===== config.mk =====
export PLATFORM = sky130hd
export DESIGN_NAME = dm_mem_ctrl
export DESIGN_NICKNAME = d
export VERILOG_FILES = /design/src/rtl/dm_pkg.sv /design/src/rtl/dm_timeout_ctr.sv /design/src/rtl/dm_mem_ctrl.sv
export SDC_FILE = /design/constraint.sdc
export NUM_CORES = 1
export LEC_CHECK = 0
export CORE_MARGIN = 3
export CORE_UTILIZATION = 35
export CTS_CLUSTER_SIZE = 20
export DETAILED_ROUTE_END_ITERATION = 8
export PLACE_DENSITY = 0.67
export SLEW_MARGIN = 10
export SYNTH_ARGS = -nofsm -noshare
export SYNTH_HDL_FRONTEND = slang
export SYNTH_SLANG_ARGS = --single-unit
export TNS_END_PERCENT = 5

===== constraint.sdc =====
create_clock -name clk -period 1.5 [get_ports clk]
set_input_delay 0.3 -clock clk [delete_from_list [all_inputs] [get_ports clk]]
set_output_delay 0.3 -clock clk [all_outputs]
set_load 0.02 [all_outputs]

===== src/rtl/dm_pkg.sv =====
// Shared types and constants for the memory-stage responder.
package dm_pkg;

  typedef enum logic [1:0] {
    StIdle,
    StWait,
    StDone,
    StHalted
  } dm_state_e;

  localparam logic [1:0] ERR_NONE     = 2'd0;
  localparam logic [1:0] ERR_ALIGN    = 2'd1;
  localparam logic [1:0] ERR_CONFLICT = 2'd2;
  localparam logic [1:0] ERR_TIMEOUT  = 2'd3;

  localparam int unsigned CtrWidth = 8;

endpackage


===== src/rtl/dm_timeout_ctr.sv =====
// Clear/enable up-counter that saturates at Terminal and flags it.
module dm_timeout_ctr #(
  parameter int unsigned          Width    = 8,
  parameter logic [Width-1:0]     Terminal = '1
) (
  input  logic clk_i,
  input  logic rst_i,
  input  logic clr_i,
  input  logic en_i,
  output logic tc_o
);

  logic [Width-1:0] cnt_q;

  always_ff @(posedge clk_i) begin
    if (rst_i || clr_i) begin
      cnt_q <= '0;
    end else if (en_i && !tc_o) begin
      cnt_q <= cnt_q + 1'b1;
    end
  end

  assign tc_o = (cnt_q == Terminal);

endmodule


===== src/rtl/dm_mem_ctrl.sv =====
// Memory-stage responder: runs one req/ack access per EX/DM instruction, stalls
// upstream until it completes, and parks in a sticky halted state on errors.
module dm_mem_ctrl
  import dm_pkg::*;
#(
  parameter int unsigned TIMEOUT = 64
) (
  input  logic        clk,
  input  logic        rst,
  input  logic [15:0] EXDM_Addr,
  input  logic [15:0] EXDM_RTData,
  input  logic        EXDM_MemRead,
  input  logic        EXDM_MemWrt,
  input  logic        EXDM_HaltSig,
  output logic [15:0] DM_ReadData,
  output logic        DM_Done,
  output logic        DM_Stall,
  output logic        DM_Halted,
  output logic [1:0]  DM_ErrCode,
  output logic        mem_req,
  output logic        mem_wr,
  output logic [15:0] mem_addr,
  output logic [15:0] mem_wdata,
  input  logic [15:0] mem_rdata,
  input  logic        mem_ack
);

  dm_state_e   state_q, state_d;
  logic [1:0]  err_q, err_d;
  logic        wr_q;
  logic [15:0] addr_q, wdata_q, rdata_q;
  logic        cap_en, rdata_en;
  logic        ctr_clr, ctr_en, ctr_tc;
  logic        mem_op;

  assign mem_op = EXDM_MemRead | EXDM_MemWrt;

  dm_timeout_ctr #(
    .Width    (CtrWidth),
    .Terminal (CtrWidth'(TIMEOUT - 1))
  ) u_timeout_ctr (
    .clk_i (clk),
    .rst_i (rst),
    .clr_i (ctr_clr),
    .en_i  (ctr_en),
    .tc_o  (ctr_tc)
  );

  always_comb begin
    state_d  = state_q;
    err_d    = err_q;
    cap_en   = 1'b0;
    rdata_en = 1'b0;
    ctr_clr  = 1'b0;
    ctr_en   = 1'b0;
    unique case (state_q)
      StIdle: begin
        ctr_clr = 1'b1;
        if (EXDM_MemRead && EXDM_MemWrt) begin
          err_d   = ERR_CONFLICT;
          state_d = StHalted;
        end else if (mem_op && EXDM_Addr[0]) begin
          err_d   = ERR_ALIGN;
          state_d = StHalted;
        end else if (EXDM_HaltSig) begin
          state_d = StHalted;
        end else if (mem_op) begin
          cap_en  = 1'b1;
          state_d = StWait;
        end
      end
      StWait: begin
        if (mem_ack) begin
          rdata_en = !wr_q;
          state_d  = StDone;
        end else if (ctr_tc) begin
          err_d   = ERR_TIMEOUT;
          state_d = StHalted;
        end else begin
          ctr_en = 1'b1;
        end
      end
      // Upstream latch advances on this edge, so the request is never reissued.
      StDone:   state_d = StIdle;
      StHalted: state_d = StHalted;
    endcase
  end

  always_ff @(posedge clk) begin
    if (rst) begin
      state_q <= StIdle;
      err_q   <= ERR_NONE;
      wr_q    <= 1'b0;
      addr_q  <= '0;
      wdata_q <= '0;
      rdata_q <= '0;
    end else begin
      state_q <= state_d;
      err_q   <= err_d;
      if (cap_en) begin
        wr_q    <= EXDM_MemWrt;
        addr_q  <= EXDM_Addr;
        wdata_q <= EXDM_RTData;
      end
      if (rdata_en) begin
        rdata_q <= mem_rdata;
      end
    end
  end

  assign mem_req     = (state_q == StWait);
  assign mem_wr      = wr_q;
  assign mem_addr    = addr_q;
  assign mem_wdata   = wdata_q;
  assign DM_ReadData = rdata_q;
  assign DM_Done     = (state_q == StDone);
  assign DM_Halted   = (state_q == StHalted);
  assign DM_ErrCode  = err_q;
  assign DM_Stall    = ((state_q == StIdle) && (mem_op || EXDM_HaltSig)) ||
                       (state_q == StWait) || (state_q == StHalted);

endmodule


* Word-level counts from Yosys, hierarchy flattened
Index checks and enable logic that the tools add are counted.
** Storage, ports and cells
- Bits in registers :: 61
- Input bits :: 54
- Output and inout port bits :: 55
- Logic and storage cells :: 54
** Cells by class
- Add/subtract/negate cells :: 1
- Equal/unequal tests :: 9
- Multiplexer cells :: 22
- Bitwise gates (word level) :: 1
- Reductions and logical operators :: 14
** Operators with widths (count)
- 2-bit 2-to-1 mux :: 9
- 1-bit 2-to-1 mux :: 11
- 8-bit by 1-bit adder with 8-bit output (second input constant) :: 1
- 8-bit by 6-bit == test with 1-bit output (second input constant) :: 1
- 2-bit case mux with 4 select lines :: 1
- 5-bit != test (second input constant) :: 1
- 2-bit == test (second input constant) :: 2
- 1-bit logical AND :: 4
- 1-bit logical OR :: 4
- 2-bit case mux with 2 select lines :: 1
- 4-bit AND reduction :: 1
- 3-bit by 1-bit != test with 1-bit output (second input constant) :: 1
- 3-bit != test (second input constant) :: 1
- 2-bit by 1-bit == test with 1-bit output (second input constant) :: 1
- 1-bit zero test :: 2
- 2-bit zero test :: 1
- 2-bit by 1-bit != test with 1-bit output (second input constant) :: 1
- 2-bit != test (second input constant) :: 1
- 2-bit AND reduction :: 1
- 2-bit nonzero test :: 1
- 1-bit OR :: 1

* Depth between registers and ports, before layout
- Depth after elaboration :: 6
- Gate-level depth with buffers :: 5
- Mapped depth without buffers :: 4

* By module
A second synthesis with hierarchy kept.
** Unflattened totals
- Cell total of the unflattened synthesis :: 294
- Area total of the unflattened synthesis :: 2537.4 um2
** By module, submodules not included
- dm_mem_ctrl :: times used 1, cells each 249, area an instance 2118.3 um2, sequential area each 1061.0 um2
- dm_timeout_ctr :: times used 1, cells each 45, area an instance 419.2 um2, sequential area each 160.2 um2

* Worst setup path before layout
OpenSTA, ideal clock, no wires.
- Kind :: register to register
- Start point :: reg state_q[0]
- End point :: reg u_timeout_ctr.cnt_q[7]
- Setup time :: 0.070 ns
- Arrival :: 1.463 ns
- Required time :: 1.430 ns
- Path slack :: -0.033 ns
- Cell stages (with the launch flop) :: 5
- Buffers on the path :: 1
- Clock period less this slack :: 1.533 ns
- Path through :: dfxtp_1 or3b_1 clkbuf_2 or4_1 a21oi_1
** Between the ends
- Word-level cells in the longest chain between the ends :: 3
- Elaborated cells on any way between the ends :: 6
- Those cells by class :: 1 x eq/ne; 2 x mux; 3 x reduce/logical
** Ends and longest elaborated chain
- from (decl) :: line dm_mem_ctrl.sv:28 : dm_state_e state_q, state_d;
- from (signal assigned) :: line dm_mem_ctrl.sv:91 : state_q <= StIdle;
- from (signal assigned) :: line dm_mem_ctrl.sv:98 : state_q <= state_d;
- 2-bit by 1-bit == test with 1-bit output or 2-bit zero test (tied branches) :: line dm_mem_ctrl.sv:56 : unique case (state_q)
- 1-bit 2-to-1 mux :: line dm_mem_ctrl.sv:56
- 1-bit logical AND or 1-bit logical OR (tied branches) :: line dm_timeout_ctr.sv:18, dm_timeout_ctr.sv:16
- to (signal assigned) :: line dm_timeout_ctr.sv:19 : cnt_q <= cnt_q + 1'b1;
- to (decl) :: line dm_timeout_ctr.sv:13 : logic [Width-1:0] cnt_q;
Parallel ways exist; a longest one is shown, timed or not.
A chain may end at the register's enable or synchronous reset.

* Worst setup path in the final report
- Start point :: reg state_q[0]
- End point :: reg u_timeout_ctr.cnt_q[5]
Same word-level chain as after synthesis.

==> flow_summary_export.csv <==
group,metric,value,unit
setup_path,crit_end,"u_timeout_ctr.cnt_q[5]$_SDFFE_PP0P_",
setup_path,path_cells,"or3b_4 -> buf_4 -> o31a_1 -> a211oi_2",
timing,tightest_slew,0.342,ns
pwr,ir_worst_vdd,0.432,mV
setup_path,cp_top_family,"compound AO/OA/AOI/OAI gates",
final_layout,finalNetCount,480,
floorplan,die-area,8180,um2
setup_path,crit_cells,4,
setup_path,crit_path_top_delay_cell,"or3b_4",
final_layout,areaGrowthSynthToFinish,66.2,%
global_routing,antenna_found_initial,0,
synth,synth_edf_count,0,
setup_path,reg2reg_slack,-0.02,ns
floorplan,pin_count,109,
synth,yosys.area.top_type,"dfxtp_1",
timing,rsz0062_at_grt,"true",
setup_path,worst-path-buf-inv,1,
clocking,htreeDepth,3,
setup_path,cp.arrival,1.76,ns
timing,slew_viol_final,0,
global_routing,grt_pass1_wl,12300,um
run_status,violations,"negative setup slack",
route,first_iter_violations,159,
placement,place_congestion,0.821,
clocking,cts-root-buf,"clkbuf_8",
floorplan,die_height,90.4,um
synth,avgSynthCellArea,8.21,um2
route,ant_nets,0,
global_routing,track_usage,18.2,%
setup_path,crit_path_start_kind,"flip-flop",
setup_path,r2r_start,"state_q[0]$_SDFFE_PP0P_",
clocking,clock_path_buffers,2,
timing,setup_ws,-0.0164,ns
clocking,clk_pin_slew,0.07,ns
global_routing,grt-ovfl-total,0,
synth,ys_warn_count,0,
synth,syn-num-nets,359,
placement,io_buffers,108,
synth,syn_inst,304,
route,drt-pass1-iter-count,4,
worst_hold_path,hp-class,"in -> reg",
setup_path,worst_r2r_endpoint,"u_timeout_ctr.cnt_q[5]$_SDFFE_PP0P_",
route,via_per_inst,5.03,
worst_hold_path,whs_path_depth,2,
synth,yosysTopAreaCellShare,48.9,%
timing,fin_crit,1.52,ns
setup_path,cp-end-kind,"flip-flop",
route,drt-total-wl,7750,um
synth,synth_common_cells,"dfxtp_1, a21oi_1, nand2_1",
timing,hold_violations,0,
synth,yosysMostFrequentCell,"dfxtp_1",
timing,fin_skew,0.00849,ns
timing,fmax,659,MHz
global_routing,grt_max_degree,34,
route,drc,0,
floorplan,core.rowCount,30,
flow_run,drv_cap,0,
pwr,power_leakage,1.73,nW
synth,synthDistinctLibCells,41,
floorplan,start_util,36.3,%
route,avgRoutedWirePerCell,14.7,um
clocking,clk_latency,0.33,ns
global_routing,first_global_vias,2565,
final_layout,antenna_cells,0,
synth,ys_top_cells_by_area,"dfxtp_1, a21oi_1, nand3_1",
pwr,total_power,0.00420,W
run_status,outcome,"complete, but fails checks",
floorplan,die_w,90.4,um
final_layout,layout-drive-gt1-share,16.5,%
clocking,tritoncts,"done",
placement,dpl_worst_slack,-0.421,ns
setup_path,worstPathMaxFanout,9,
synth,yosys_register_bits,61,
clocking,cts_made_buffers,9,
setup_path,cp.required,1.74,ns
clocking,postCtsHoldBufs,0,
timing,slew_headroom,77.1,%
synth,synth_seq_area_share,48.9,%
pwr,power.density,1010,nW/um2
clocking,cts_sinks,61,
timing,fin_tns_setup,-0.0187,ns
synth,async_reset_ff_share,0,%
setup_path,reg2reg_depth,4,
placement,hpwl,5180,um
setup_path,startpoint,"state_q[0]$_SDFFE_PP0P_",
synth,synthFlopType,"dfxtp_1",
synth,netlist_area,2490,um2
timing,fin_crit_sh,101,%
floorplan,core_area,6870,um2
setup_path,crit_type,"reg -> reg",
setup_path,critPathMaxStageDelay,0.40,ns
route,num_vias,2644,
timing,setup_viol,2,
clocking,cts_setup_buffers,0,
-- flip-flops by register name (all words and copies together), names as in the netlist --
signal / count
mem_addr: 16
DM_ReadData: 16
state_q: 2
DM_ErrCode: 2
u_timeout_ctr.cnt_q: 8
mem_wdata: 16
mem_wr: 1
-- metrics by stage --
stage,instances,hold slack [ns],cell area (um2),util (%)
after floorplan,304,0.436,2500,-
after global placement,508,0.431,3870,56.4
after detailed placement,508,0.444,3870,56.4
after CTS,524,0.258,4060,59.1
after global routing,526,0.271,4150,60.4
final,526,0.261,4150,60.4
-- per-layer routing --
metal | global-route usage, % | up-vias | routed length, um
li1 | - | 1325 | -
met1 | 21.8 | 1223 | 3420
met2 | 30.5 | 86 | 3720
met3 | 6.08 | 10 | 507
met4 | 6.38 | 0 | 104
met5 | 0 | - | 0
-- worst min-delay path by stage --
stage	startpoint	endpoint	slack, ns
after CTS	rst	state_q[0]$_SDFFE_PP0P_	0.26
after floorplan	mem_rdata[0]	DM_ReadData[0]$_SDFFE_PP0P_	0.44
after detailed placement	mem_addr[0]$_SDFFE_PP0P_	mem_addr[0]$_SDFFE_PP0P_	0.44
final	rst	state_q[0]$_SDFFE_PP0P_	0.26
after global placement	DM_ErrCode[0]$_SDFFE_PP0P_	DM_ErrCode[0]$_SDFFE_PP0P_	0.43
after global routing	rst	state_q[0]$_SDFFE_PP0P_	0.27
-- repair_timing --
| item | 4_1_cts | 5_1_grt |
|---|---|---|
| resized for setup | 75 | 42 |
| pin swaps | 0 | 2 |
| gates cloned | 0 | 2 |
| endpoints found under the setup margin | 93 | 50 |
-- layout by cell type, fill, tap and decap left out, drive strengths merged, types with 4 or more instances in the layout --
master	n
clkbuf	12
inv	7
dlygate4sd2	51
dfxtp	61
dlymetal6s2s	4
buf	32
a21oi	56
a211oi	4
clkdlybuf4s50	48
nand2b	4
nand2	36
o21ai	34
nand3	34
-- power breakdown --
part	internal, W	leakage [nW]	switching [W]
clock	0.00103	0.116	0.000651
combinational	0.000378	1.11	0.000416
sequential	0.00169	0.496	0.0000396
total	0.00309	1.73	0.00111
-- cells by family (layout without fill, tap and decap cells) --
logic type | count (synthesis) | count (layout) | share of synthesized area, %
adders and majority gates | 2 | 2 | 0.903
and+or+nand+nor | 98 | 98 | 20.5
DFF | 61 | 61 | 48.9
xor gates and xnor gates | 2 | 2 | 0.702
AOI/OAI and AO/OA | 104 | 104 | 22.5
buffers and inverters | 34 | 160 | 5.22
muxes | 3 | 3 | 1.20
-- worst reg2reg max path: cells and delay by family, from the launching register on --
kind                   cells  cell delay (ns)
AO/OA/AOI/OAI              2             0.50
buffers and inverters      1             0.15
AND/OR/NAND/NOR            1             0.40
flip-flops                 1             0.39
-- cell type report --
class	instances	area, um2
clock buffer	11	151
clock inverter	5	81.3
fill	644	2720
inverter	6	22.5
multi-input combinational	209	1230
sequential	61	1230
tap	96	120
timing repair buffer	138	1320
Note: power is estimated with default switching activity, not from simulation.
